[src/rtl/hbridge_deadtime.sv]
`default_nettype none
// +--------------------------------------------------------------------------+
// | hbridge_deadtime: two-leg H-bridge gate driver with dead-time insertion  |
// | and latched ADC overcurrent trip.                                        |
// | Revision: 1.0                                                            |
// +--------------------------------------------------------------------------+
module hbridge_deadtime #(
  parameter int DEAD_CYCLES = 8,
  parameter int ADC_W       = 12
) (
  input  logic             CLK,
  input  logic             RESET_N,
  input  logic             ENABLE,
  input  logic             IN1,
  input  logic             IN2,
  input  logic [ADC_W-1:0] ADC,
  input  logic [ADC_W-1:0] ADC_CMP,
  input  logic             ADC_VALID,
  input  logic             FAULT_CLR,
  output logic             HS1,
  output logic             LS1,
  output logic             HS2,
  output logic             LS2,
  output logic             FAULT,
  output logic [7:0]       FAULT_COUNT
);

  typedef enum logic [1:0] {
    S_OFF  = 2'd0,
    S_DEAD = 2'd1,
    S_HIGH = 2'd2,
    S_LOW  = 2'd3
  } leg_state_t;

  localparam logic [7:0] c_DEAD_LOAD = 8'(DEAD_CYCLES - 1);

  logic       r_cmd1;
  logic       r_cmd2;
  logic [1:0] w_cmd;
  logic       r_fault;
  logic [7:0] r_fault_count;
  logic       w_trip;
  logic       w_force_off;

  assign w_trip      = ADC_VALID && (ADC > ADC_CMP);
  assign w_force_off = !ENABLE || r_fault || w_trip;
  assign w_cmd       = {r_cmd2, r_cmd1};

  // Equal commands are treated as "no side requested" so both legs pull low.
  always_ff @(posedge CLK or negedge RESET_N) begin
    if (!RESET_N) begin
      r_cmd1 <= 1'b0;
      r_cmd2 <= 1'b0;
    end else begin
      r_cmd1 <= IN1 & ~IN2;
      r_cmd2 <= IN2 & ~IN1;
    end
  end

  always_ff @(posedge CLK or negedge RESET_N) begin
    if (!RESET_N) begin
      r_fault       <= 1'b0;
      r_fault_count <= 8'd0;
    end else begin
      if (w_trip) begin
        r_fault <= 1'b1;
        if (!r_fault && (r_fault_count != 8'hFF)) begin
          r_fault_count <= r_fault_count + 8'd1;
        end
      end else if (FAULT_CLR) begin
        r_fault <= 1'b0;
      end
    end
  end

  generate
    for (genvar g = 0; g < 2; g++) begin : g_leg
      leg_state_t r_state;
      leg_state_t w_state_nxt;
      logic [7:0] r_cnt;
      logic [7:0] w_cnt_nxt;
      logic       r_hs;
      logic       r_ls;

      always_comb begin
        w_state_nxt = r_state;
        w_cnt_nxt   = r_cnt;
        if (w_force_off) begin
          w_state_nxt = S_OFF;
          w_cnt_nxt   = 8'd0;
        end else begin
          case (r_state)
            S_OFF: begin
              w_state_nxt = S_DEAD;
              w_cnt_nxt   = c_DEAD_LOAD;
            end
            // The dead window always runs to completion, regardless of command.
            S_DEAD: begin
              if (r_cnt == 8'd0) begin
                w_state_nxt = w_cmd[g] ? S_HIGH : S_LOW;
              end else begin
                w_cnt_nxt = r_cnt - 8'd1;
              end
            end
            S_HIGH: begin
              if (!w_cmd[g]) begin
                w_state_nxt = S_DEAD;
                w_cnt_nxt   = c_DEAD_LOAD;
              end
            end
            S_LOW: begin
              if (w_cmd[g]) begin
                w_state_nxt = S_DEAD;
                w_cnt_nxt   = c_DEAD_LOAD;
              end
            end
            default: begin
              w_state_nxt = S_OFF;
              w_cnt_nxt   = 8'd0;
            end
          endcase
        end
      end

      // Gates are registered from the next state so they track the state register exactly.
      always_ff @(posedge CLK or negedge RESET_N) begin
        if (!RESET_N) begin
          r_state <= S_OFF;
          r_cnt   <= 8'd0;
          r_hs    <= 1'b0;
          r_ls    <= 1'b0;
        end else begin
          r_state <= w_state_nxt;
          r_cnt   <= w_cnt_nxt;
          r_hs    <= (w_state_nxt == S_HIGH);
          r_ls    <= (w_state_nxt == S_LOW);
        end
      end
    end
  endgenerate

  assign HS1         = g_leg[0].r_hs;
  assign LS1         = g_leg[0].r_ls;
  assign HS2         = g_leg[1].r_hs;
  assign LS2         = g_leg[1].r_ls;
  assign FAULT       = r_fault;
  assign FAULT_COUNT = r_fault_count;

endmodule
`default_nettype wire

[config.mk]
export PLATFORM = sky130hd
export DESIGN_NAME = hbridge_deadtime
export DESIGN_NICKNAME = d
export VERILOG_FILES = /design/src/rtl/hbridge_deadtime.sv
export SDC_FILE = /design/constraint.sdc
export NUM_CORES = 1
export LEC_CHECK = 0
export ABC_AREA = 1
export CORE_UTILIZATION = 61
export CTS_CLUSTER_SIZE = 24
export DETAILED_ROUTE_END_ITERATION = 7
export DONT_BUFFER_PORTS = 1
export HOLD_SLACK_MARGIN = 0.05
export PLACE_DENSITY = 0.77
export SKIP_CTS_REPAIR_TIMING = 1
export SYNTH_ARGS = -nofsm -noshare
export SYNTH_HDL_FRONTEND = slang
export SYNTH_SLANG_ARGS = --single-unit
[constraint.sdc]
create_clock -name CLK -period 4.19 [get_ports CLK]
set_input_delay 1.0475 -clock CLK [delete_from_list [all_inputs] [get_ports CLK]]
set_output_delay 1.0475 -clock CLK [all_outputs]
set_load 0.01 [all_outputs]
* Word level (Yosys, flattened, before mapping)
Cells that the tools add are included.
** Cells by class
- Reduce and logical (&&, ||, !) cells :: 14
- Multiply operators :: 0
- Add/sub/neg operators :: 3
- Shifts and indexed selects :: 0
- Equality and inequality tests :: 17
- $lt $le $gt $ge :: 1
- Bitwise gates (word level) :: 4
- Muxes and demuxes :: 24
- Div/mod/pow operators :: 0
** Operators by type and width (number)
- $mux 8 :: 8
- $pmux 8 s4 :: 2
- $ne 3x3->1 const B :: 6
- $eq 2x2->1 const B :: 8
- $logic_not 8->1 :: 2
- $mux 2 :: 8
- $pmux 2 s4 :: 2
- $sub 8x1->8 const B :: 2
- $gt 12x12->1 :: 1
- $add 8x1->8 const B :: 1
- $ne 8x8->1 const B :: 1
- $reduce_and 3->1 :: 2
- $eq 2x1->1 const B :: 2
- $logic_not 2->1 :: 2
- $mux 1 :: 4
- $and 1x1->1 :: 2
- $logic_and 1x1->1 :: 2
- $logic_not 1->1 :: 2
- $logic_or 1x1->1 :: 2
- $not 1->1 :: 2
- $reduce_and 2->1 :: 1
- $reduce_bool 2->1 :: 1
** Word-level totals
- Bits in writable memories :: 0
- ROM bits :: 0
- Register bits after elaboration :: 35
- Latch bits :: 0
- Memories :: 0
- Input bits :: 31
- Logic and storage cells :: 75
- Output and inout bits :: 13

* Longest topological paths before layout
Gate-level depths: netlist of the first run.
- Depth after elaboration :: 5
- Mapped depth :: 13
- Mapped depth without buffers :: 12

* Worst setup path after synthesis of the first run
OpenSTA, ideal clock, no wires.
- Path kind :: in2reg
- Start point :: in ADC_CMP[11]
- End point :: reg g_leg[1].r_cnt[6]
- Data required time :: 4.071 ns
- Cell stages on the path :: 12
- Data arrival time :: 2.197 ns
- Path slack :: 1.873 ns
- Library setup time :: 0.119 ns
- Buffers on the path :: 1
- Path through :: inv_1 -> ha_1 -> nand2_1 -> inv_2 -> nand2_2 -> nor2_2 -> nand2_1 -> nand3_4 -> nand2_4 -> nand2_4 -> buf_12 -> nor2_4
** Between the ends
- Word-level cells in the longest chain between the ends :: 5
- Elaborated cells between the ends (all ways) :: 8
- Classes of those cells :: order compare: 1; eq/ne: 3; mux: 1; reduce/logical: 3
** Ends and longest elaborated chain
- start: declaration :: line 17 : input logic [ADC_W-1:0] ADC_CMP,
- $gt 12x12->1 * :: line 45 : assign w_trip = ADC_VALID && (ADC > ADC_CMP);
- $logic_and 1x1->1 * :: line 45
- $logic_or 1x1->1 * :: line 46 : assign w_force_off = !ENABLE || r_fault || w_trip;
- $ne 3x3->1 (no line)
- $reduce_and 3->1 (no line)
- end signal: assignment :: line 134 : r_cnt <= w_cnt_nxt;
- end: declaration :: line 80 : logic [7:0] r_cnt;
Mark *: on every way between the ends. The rest lies on a longest branch, timed or not.
A chain may end at the register's enable or synchronous reset.

* Worst setup path in the final report of the first run
- Start point :: in ADC_CMP[11]
- End point :: reg g_leg[1].r_cnt[2]
Same word-level chain as after synthesis.

==> impl_metrics.toml, run 1 <==
[power_and_ir_drop]
p_switching_mw = 0.366
sequentialPowerShare = 0.424
p_leak_nw = 1.40
sw_frac_of_total = 0.360
powerDensity_mw_per_mm2 = 392
ir_drop_mv = 0.249
p_int_mw = 0.651
combPwrFrac = 0.273
power.share.clock = 0.303

[global_routing]
largest_net_degree_at_the_start_of_global_routing = 36
grt_first_pass_wirelength_mm = 8.11
global_route.usage.total = 0.246
grt_pass1_vias = 2020
overflow = 0
initial_antenna_violation_count = 0

[yosys]
synth.net_count = 378
synth_cell_type_count = 26
yosysWarningCount = 0
ys_seq_area_frac = 0.359
synth_flop_cell = "sky130_fd_sc_hd__dfrtp_1"
synthesis.area_mm2 = 0.00244
number_of_synthesized_flops_with_an_enable_pin = 0
ys_seq_elements = 35
syn-instance-count = 332
synth_async_sr_flop_share = 1.00
syn_area_per_cell_um2 = 7.35

[timing]
worstMarginPinSlew_ns = 0.438
grt_setup_unrepaired = "no"
max_clock_freq_ghz = 0.462
maxSlewViolCount = 0
period_minus_slack_ns = 2.17
final.setup_skew_ns = 0.00859
totalNegativeSetupSlack_ns = 0
period_share = 0.517
report.final.setup_viol = 0
finalHoldViolCount = 0
max_slew_margin = 0.706
hold_slack_final_ns = 0.438

[flow_run]
cap_violations = 0

[final_layout]
area.growth.synth_to_final_pct = 6.25
layout.cells.most_common = "sky130_fd_sc_hd__nand2_1"
nets = 384
antenna_cells = 0
layout.cells.most_common_list = "60 x sky130_fd_sc_hd__nand2_1, 58 x sky130_fd_sc_hd__inv_1, 50 x sky130_fd_sc_hd__nor2_1"
post_route_cells_drive_above_1_share = 0.145
fill_cell_instance_count_of_the_final_layout = 334

[clock_network]
worst_setup_hold_path_clk_slew_ns = 0.08
max_root_sink_buffers = 2
root_buffer = "sky130_fd_sc_hd__clkbuf_8"
insertion_delay_ns = 0.29
numClockSinks = 35
cts_made_buffers = 5
tritoncts = "yes"
clock_tree.htree_level_count = 2

[routing]
avgRoutedWirePerCell_um = 11.5
first_iter_violations = 105
route.detailed.drc = 0
drt_wl_total_mm = 4.43
routed-via-count = 1971
avgViaCountPerCell = 5.09
detail-route-antenna-nets = 0
detail_route.first_pass.iterations = 4

[worst_setup_path]
worstSetupPathType = "in -> reg"
reg2reg_setup_slack_ns = 2.49
crit_fanout = 18
critPathArrivalTime_ns = 2.34
worstPathRequired_ns = 4.36
crit_path_end_kind = "flip-flop"
worstSetupStartpointType = "primary input"

[die]
start_util = 0.652
floorplan.io_pins = 44
fp-row-count = 22
die_w_um = 65.3
floorplan.die.height_um = 65.3
design.core.area_mm2 = 0.00374
floorplan.die_area_mm2 = 0.00426

[placed_design]
numPortBuffers = 0
gp_routability_congestion = 0.818
post_detailed_placement_half_perimeter_wirelength_mm = 3.25

[run_status]
outcome = "complete, no violations"

[worst_hold_path]
min_path_type = "in -> async"
[Yosys cell counts (5+ instances only)]
master | instances | area (um^2)
sky130_fd_sc_hd__o21ai_0 | 6 | 30.0
sky130_fd_sc_hd__a21oi_1 | 6 | 30.0
sky130_fd_sc_hd__nand4_1 | 13 | 81.3
sky130_fd_sc_hd__ha_1 | 15 | 188
sky130_fd_sc_hd__nor2_2 | 14 | 87.6
sky130_fd_sc_hd__nor2_4 | 9 | 101
sky130_fd_sc_hd__dfrtp_1 | 35 | 876
sky130_fd_sc_hd__nor2_1 | 50 | 188
sky130_fd_sc_hd__nand3_1 | 32 | 160
sky130_fd_sc_hd__inv_2 | 5 | 18.8
sky130_fd_sc_hd__nand2_1 | 60 | 225
sky130_fd_sc_hd__inv_1 | 58 | 218
sky130_fd_sc_hd__o21ai_1 | 7 | 35.0
[path summary, 6_finish.rpt]
path | startpoint | endpoint | cells past startpoint
worst max-delay path | ADC_CMP[11] | g_leg[1].r_cnt[2] | 11
worst min-delay path | RESET_N | g_leg[1].r_cnt[5] | 0
max in group asynchronous | RESET_N | FAULT_COUNT[2] | 0
min in group CLK | g_leg[1].r_cnt[1] | g_leg[1].r_cnt[1] | 2
worst min register to register | g_leg[1].r_cnt[1] | g_leg[1].r_cnt[1] | 2
worst max register to register | g_leg[1].r_cnt[0] | g_leg[1].r_cnt[6] | 9
[cell families after synthesis]
family	Yosys count	share of synthesized area
buffers and inverters	66	0.110
adder cells (fa/ha/maj)	15	0.0769
AND/OR/NAND/NOR	192	0.398
flip-flops	35	0.359
XOR/XNOR	4	0.0144
AO/OA/AOI/OAI	20	0.0420
[per-layer routing]
metal / up-vias / wire, um / global-route usage
met2: 33 / 2140 / 0.433
li1: 1047 / - / -
met5: - / 0 / 0
met4: 0 / 59 / 0.0924
met1: 884 / 2030 / 0.288
met3: 7 / 205 / 0.0573
[area by class of cell]
cell class                 instances  area, um^2  share of cell area
clock buffer                       5        68.8              0.0265
inverter                          65         249              0.0960
multi-input combinational        231        1300               0.500
clock inverter                     3        43.8              0.0169
sequential                        35         876               0.338
tap                               48        60.1              0.0232
[critical path: stages]
cell                      delay, ns
sky130_fd_sc_hd__inv_1         0.02
sky130_fd_sc_hd__ha_1          0.28
sky130_fd_sc_hd__nand2_1       0.08
sky130_fd_sc_hd__inv_2         0.05
sky130_fd_sc_hd__nand2_2       0.04
sky130_fd_sc_hd__nor2_2        0.11
sky130_fd_sc_hd__nand2_1       0.09
sky130_fd_sc_hd__nand3_4       0.13
sky130_fd_sc_hd__nand2_4       0.09
sky130_fd_sc_hd__nand2_4       0.28
sky130_fd_sc_hd__nor2_1        0.10
[power by group through the flow]
stage	registers, mW	logic [mW]	clock network [mW]
6_report	0.431	0.278	0.308
3_3_place_gp	0.437	0.272	0
4_1_cts	0.432	0.281	0.313
3_5_place_dp	0.438	0.279	0
2_1_floorplan	0.427	0.238	0
5_1_grt	0.439	0.325	0.325
[metrics by stage]
step	total power [mW]	setup WS [ns]	utilization	std cells	area, um^2
final	1.02	2.02	0.693	387	2590
after floorplan	0.665	1.87	-	332	2440
after CTS	1.03	2.01	0.693	387	2590
after global routing	1.09	1.89	0.693	387	2590
after global placement	0.709	1.74	0.663	379	2480
after detailed placement	0.716	1.69	0.663	379	2480
[sequential cells by signal, summed over array words and instances (netlist names)]
name	flops
FAULT_COUNT	8
LS1	1
LS2	1
r_cmd1	1
g_leg.r_cnt	16
r_cmd2	1
HS1	1
FAULT	1
g_leg.r_state	4
HS2	1
(Power assumes the default switching activity.)
==> inputs of run 2 (changes only) <==
ABC_AREA = 0   (was 1)
CORE_UTILIZATION = 57   (was 61)
PLACE_DENSITY = 0.75   (was 0.77)
clock period = 1.7 ns   (was 4.19 ns; I/O delays follow)
==> run 2 against run 1 <==
Against the previous run:
- the run now ends with negative setup slack left
- clock power rose to 3.0 times the previous value
- synthesized area down 11%
- worst hold slack worse by 0.26 ns
- first-iteration DRC count up 90%
- routed wire length up 85%
- count of clock-buffer cells in the layout unchanged
- final area up 30%
- synthesized cell count down 30%
- power rose to 3.3 times the previous value
- largest cell class unchanged
==> impl_metrics.toml, run 2 <==
[timing]
worstMarginPinSlew_ns = 0.636
finalHoldViolCount = 0
period_minus_slack_ns = 2.14
totalNegativeSetupSlack_ns = -7.66
setup_ws_ns = -0.444
period_share = 1.26
maxSlewViolCount = 0
report.final.setup_viol = 33
final.setup_skew_ns = 0.00599
grt_setup_unrepaired = "yes"
max_clock_freq_ghz = 0.466
max_slew_margin = 0.576

[final_layout]
antenna_cells = 0
top_register = "g_leg.r_cnt"
post_route_cells_drive_above_1_share = 0.503
finalNonFillerCells = 344
finish.instance_area_mm2 = 0.00336
largest_register_ffs = 16
layout.cells.most_common_list = "49 x sky130_fd_sc_hd__buf_4, 35 x sky130_fd_sc_hd__dfrtp_1, 12 x sky130_fd_sc_hd__nor3_1, 12 x sky130_fd_sc_hd__ha_4"
nets = 341
area.growth.synth_to_final_pct = 54.8
layout.cells.most_common = "sky130_fd_sc_hd__buf_4"

[placed_design]
post_detailed_placement_half_perimeter_wirelength_mm = 4.09
preCtsSetupSlack_ns = -0.515
place.detailed.instances = 322
numPortBuffers = 0
gp_routability_congestion = 0.830
detailed_place.area_mm2 = 0.00289

[routing]
routed-via-count = 2284
drt_wl_total_mm = 8.18
avgViaCountPerCell = 6.64
detail-route-antenna-nets = 0
first_iter_violations = 200
avgRoutedWirePerCell_um = 23.8
route.detailed.drc = 0
detail_route.first_pass.iterations = 5

[yosys]
yosysWarningCount = 0
syn-instance-count = 232
ys_seq_area_frac = 0.404
post-synth-top-count-cell = "sky130_fd_sc_hd__dfrtp_1"
syn_area_per_cell_um2 = 9.35
number_of_synthesized_flops_with_an_enable_pin = 0
synthesis.area_mm2 = 0.00217
synth_cell_count_leaders = "35 x sky130_fd_sc_hd__dfrtp_1, 24 x sky130_fd_sc_hd__inv_1, 18 x sky130_fd_sc_hd__nor3_1"
synth.net_count = 278
synth_async_sr_flop_share = 1.00
ys_seq_elements = 35
synth_top_cell_by_area = "sky130_fd_sc_hd__dfrtp_1"
synth_cell_type_count = 47
synth_flop_cell = "sky130_fd_sc_hd__dfrtp_1"
synthTopCellsByArea = "sky130_fd_sc_hd__dfrtp_1 40%, sky130_fd_sc_hd__ha_1 8.7%, sky130_fd_sc_hd__nor3_1 4.2%"
synth.top_cell.area_share = 0.404

[die]
floorplan.io_pins = 44
die_w_um = 63.7
design.core.area_mm2 = 0.00366
start_util = 0.593
floorplan.die.height_um = 63.7
floorplan.die_area_mm2 = 0.00406
fp-row-count = 22

[global_routing]
initial_antenna_violation_count = 0
overflow = 0
grt_pass1_vias = 2099
global_route.usage.total = 0.311
grt_first_pass_wirelength_mm = 9.62
largest_net_degree_at_the_start_of_global_routing = 36

[worst_setup_path]
worstSetupStartpointType = "flip-flop"
worstSetupPathType = "reg -> reg"
crit_fanout = 5
crit_path_end_kind = "flip-flop"
critPathArrivalTime_ns = 2.33
worstPathRequired_ns = 1.89

[power_and_ir_drop]
power.share.clock = 0.279
p_switching_mw = 1.20
sw_frac_of_total = 0.360
combPwrFrac = 0.410
p_int_mw = 2.13
powerDensity_mw_per_mm2 = 989
p_leak_nw = 1.43
ir_drop_mv = 1.16
sequentialPowerShare = 0.311

[clock_network]
worst_setup_hold_path_clk_slew_ns = 0.08
max_root_sink_buffers = 2
insertion_delay_ns = 0.30
cts_made_buffers = 5
clock_tree.htree_level_count = 2
numClockSinks = 35
root_buffer = "sky130_fd_sc_hd__clkbuf_8"
tritoncts = "yes"

[flow_run]
cap_violations = 0

[run_status]
outcome = "finished, violations left"
violated_checks = "negative setup slack"

[worst_hold_path]
min_path_type = "in -> reg"
run 2: changes by cell type in the layout (fill, tap and decap cells not counted), sizes merged, moves of 7 or more:
cell / change
a211oi: +7
a21oi: +7
buf: +57
inv: -41
nand2: -55
nand3: -25
nand4: -11
nor2: -56
nor3: +17
run 2: power groups by stage:
stage	Combinational, mW	Sequential (mW)	Clock [mW]
floorplan	0.620	1.09	0
global placement	1.02	1.02	0
detailed placement	1.08	1.02	0
CTS	1.09	1.01	0.919
global route	1.43	1.04	0.952
finish	1.36	1.03	0.926
run 2: kinds of logic after synthesis:
| logic type | count (synthesis) | synth area share |
|---|---|---|
| xor gates and xnor gates | 8 | 0.0323 |
| adders and majority gates | 15 | 0.0865 |
| buffers and inverters | 28 | 0.0490 |
| and+or+nand+nor | 89 | 0.228 |
| muxes | 2 | 0.00980 |
| AOI/OAI and AO/OA | 55 | 0.190 |
| DFF | 35 | 0.404 |
run 2: critical path, stage by stage (launching register included):
cell,delay [ns]
sky130_fd_sc_hd__dfrtp_1,0.41
sky130_fd_sc_hd__inv_2,0.10
sky130_fd_sc_hd__ha_4,0.14
sky130_fd_sc_hd__or4bb_4,0.50
sky130_fd_sc_hd__o32ai_4,0.26
sky130_fd_sc_hd__buf_6,0.16
sky130_fd_sc_hd__o21ai_0,0.13
sky130_fd_sc_hd__a211oi_1,0.33
run 2: final cells by class:
cell class,instances,area (um^2)
Tap cell,48,60.1
Clock buffer,5,68.8
Multi-Input combinational cell,171,1670
Timing Repair Buffer,58,480
Clock inverter,3,67.6
Inverter,24,135
Fill cell,125,302
Sequential cell,35,876
run 2: per-layer routing:
layer | global-route usage | wire length (um)
met3 | 0.0471 | 600
met2 | 0.570 | 4230
met5 | 0 | 0
met4 | 0.131 | 332
met1 | 0.354 | 3020
run 2: final timing paths:
| kind | startpoint | to | slack [ns] | cells after the start |
|---|---|---|---|---|
| max in group asynchronous | RESET_N | g_leg[1].r_cnt[5] | 0.93 | 2 |
| min | IN2 | r_cmd1 | 0.18 | 1 |
| max | g_leg[1].r_cnt[1] | g_leg[1].r_cnt[7] | -0.44 | 7 |
| max reg2reg | g_leg[1].r_cnt[1] | g_leg[1].r_cnt[7] | -0.44 | 7 |
| min in group asynchronous | RESET_N | LS1 | 0.58 | 2 |
| min reg2reg | r_cmd2 | LS2 | 0.57 | 1 |
run 2: through the flow:
stage	power, mW	hold slack, ns	util
2_1_floorplan	1.71	0.129	-
3_3_place_gp	2.04	0.130	0.788
3_5_place_dp	2.10	0.130	0.788
4_1_cts	3.02	-0.194	0.826
5_1_grt	3.42	0.175	0.918
6_report	3.32	0.178	0.918
==> inputs of run 3 (changes only) <==
RECOVER_POWER = 25   (was not set)
==> run 3 against run 2 <==
Against the previous run:
- the flow still finishes with violations (negative setup slack)
- critical path depth unchanged
- count of clock-buffer cells in the layout unchanged
- clock skew about the same
- final cell count unchanged
- worst hold slack about the same
- sequential share of layout area up 0.12 points
- flip-flop and latch count unchanged
- clock power about the same
==> impl_metrics.toml, run 3 (synthesis gave the netlist of run 2 again) <==
[clock_network]
max_root_sink_buffers = 2
worst_setup_hold_path_clk_slew_ns = 0.08
insertion_delay_ns = 0.30
tritoncts = "yes"
numClockSinks = 35
cts_made_buffers = 5
root_buffer = "sky130_fd_sc_hd__clkbuf_8"
clock_tree.htree_level_count = 2

[power_and_ir_drop]
p_leak_nw = 1.43
powerDensity_mw_per_mm2 = 991
p_int_mw = 2.12
ir_drop_mv = 1.16
sequentialPowerShare = 0.312
p_switching_mw = 1.19
combPwrFrac = 0.409
power.share.clock = 0.279
sw_frac_of_total = 0.360

[global_routing]
gr-usage-met2 = 0.570
largest_net_degree_at_the_start_of_global_routing = 36
grt_first_pass_wirelength_mm = 9.62
grt_pass1_vias = 2099
top_usage_layer = "met2"
grt.met1_usage = 0.354
overflow = 0
global_route.usage.total = 0.311
initial_antenna_violation_count = 0
grtUsageMet3 = 0.0471

[timing]
final.setup_skew_ns = 0.00567
max_slew_margin = 0.405
worstMarginPinSlew_ns = 0.893
hold_slack_final_ns = 0.179
totalNegativeSetupSlack_ns = -7.63
report.final.setup_viol = 33
grt_setup_unrepaired = "yes"
finalHoldViolCount = 0
maxSlewViolCount = 0
period_minus_slack_ns = 2.14
setup_ws_ns = -0.443
max_clock_freq_ghz = 0.467
period_share = 1.26

[worst_setup_path]
crit_fanout = 5
worstPathRequired_ns = 1.88
worst_setup_path_startpoint = "g_leg[1].r_cnt[1]"
worstSetupStartpointType = "flip-flop"
critPathArrivalTime_ns = 2.33
critical_path.reg2reg.startpoint = "g_leg[1].r_cnt[1]"
worstSetupPathType = "reg -> reg"
crit_path_end_kind = "flip-flop"

[final_layout]
post_route_cells_drive_above_1_share = 0.503
antenna_cells = 0
sequential_cell_area_um2 = 876
area.growth.synth_to_final_pct = 54.2
layout.cells.most_common = "sky130_fd_sc_hd__buf_4"
multi_input_comb_area_mm2 = 0.00167
top_register = "g_leg.r_cnt"
layout.cells.most_common_list = "49 x sky130_fd_sc_hd__buf_4, 35 x sky130_fd_sc_hd__dfrtp_1, 12 x sky130_fd_sc_hd__nor3_1, 12 x sky130_fd_sc_hd__ha_4"
fill_cell_instance_count_of_the_final_layout = 127
nets = 341
largest_register_ffs = 16
final_util = 0.914
finalNonFillerCells = 344

[die]
start_util = 0.593
die_w_um = 63.7
floorplan.die_area_mm2 = 0.00406
floorplan.io_pins = 44
fp-row-count = 22
design.core.area_mm2 = 0.00366
floorplan.die.height_um = 63.7

[routing]
routed-via-count = 2253
avgViaCountPerCell = 6.55
detail-route-antenna-nets = 0
detail_route.first_pass.iterations = 5
first_iter_violations = 188
route.detailed.drc = 0
avgRoutedWirePerCell_um = 23.6
drt_wl_total_mm = 8.11

[placed_design]
place.detailed.instances = 322
gp_routability_congestion = 0.830
numPortBuffers = 0
post_detailed_placement_half_perimeter_wirelength_mm = 4.09
preCtsSetupSlack_ns = -0.515

[worst_hold_path]
timing.hold.worst.start = "IN2"
min_path_type = "in -> reg"

[run_status]
violated_checks = "negative setup slack"
outcome = "finished, violations left"

[flow_run]
cap_violations = 0
## run 3: changes by cell type in the layout (fill, tap and decap cells not counted)
cell / change
sky130_fd_sc_hd__clkbuf_2: +1
sky130_fd_sc_hd__buf_12: -1
## run 3: critical path, stage by stage (launching register included)
cell and delay [ns]:
sky130_fd_sc_hd__dfrtp_1 0.41, sky130_fd_sc_hd__inv_2 0.10, sky130_fd_sc_hd__ha_4 0.14, sky130_fd_sc_hd__or4bb_4 0.50, sky130_fd_sc_hd__o32ai_4 0.27, sky130_fd_sc_hd__buf_6 0.16
sky130_fd_sc_hd__o21ai_0 0.13, sky130_fd_sc_hd__a211oi_1 0.32
## run 3: power by group through the flow
stage / Combinational [mW] / Clock [mW] / Sequential [mW]
global route: 1.43 / 0.952 / 1.04
global placement: 1.02 / 0 / 1.02
CTS: 1.09 / 0.919 / 1.01
detailed placement: 1.08 / 0 / 1.02
floorplan: 0.620 / 0 / 1.09
finish: 1.36 / 0.925 / 1.03
## run 3: layout make-up
class                   count  share of cell area
clock inverters             3              0.0202
repair buffers             58               0.139
inverters                  24              0.0404
clock buffers               5              0.0206
multi-input cells         171               0.500
well taps                  48              0.0180
flip-flops and latches     35               0.262
## run 3: final timing paths
kind                                endpoint  slack [ns]  cells after the start
max                        g_leg[1].r_cnt[7]       -0.44                      7
min                                   r_cmd1        0.18                      1
max reg2reg                g_leg[1].r_cnt[7]       -0.44                      7
min reg2reg                              LS2        0.58                      1
max in group asynchronous  g_leg[1].r_cnt[5]        0.35                      2
min in group asynchronous  g_leg[0].r_cnt[6]        0.78                      2
## run 3: per-stage QoR
step	cell area, um^2	power (mW)
floorplan	2510	1.71
global placement	2890	2.04
detailed placement	2890	2.10
CTS	3020	3.02
global route	3340	3.42
finish	3340	3.31
## run 3: metal layers
| metal | routed length [um] | vias to the layer above |
|---|---|---|
| met2 | 4190 | 145 |
| met4 | 363 | 0 |
| met3 | 568 | 30 |
| met1 | 2990 | 1105 |
| li1 | - | 973 |
| met5 | 0 | - |
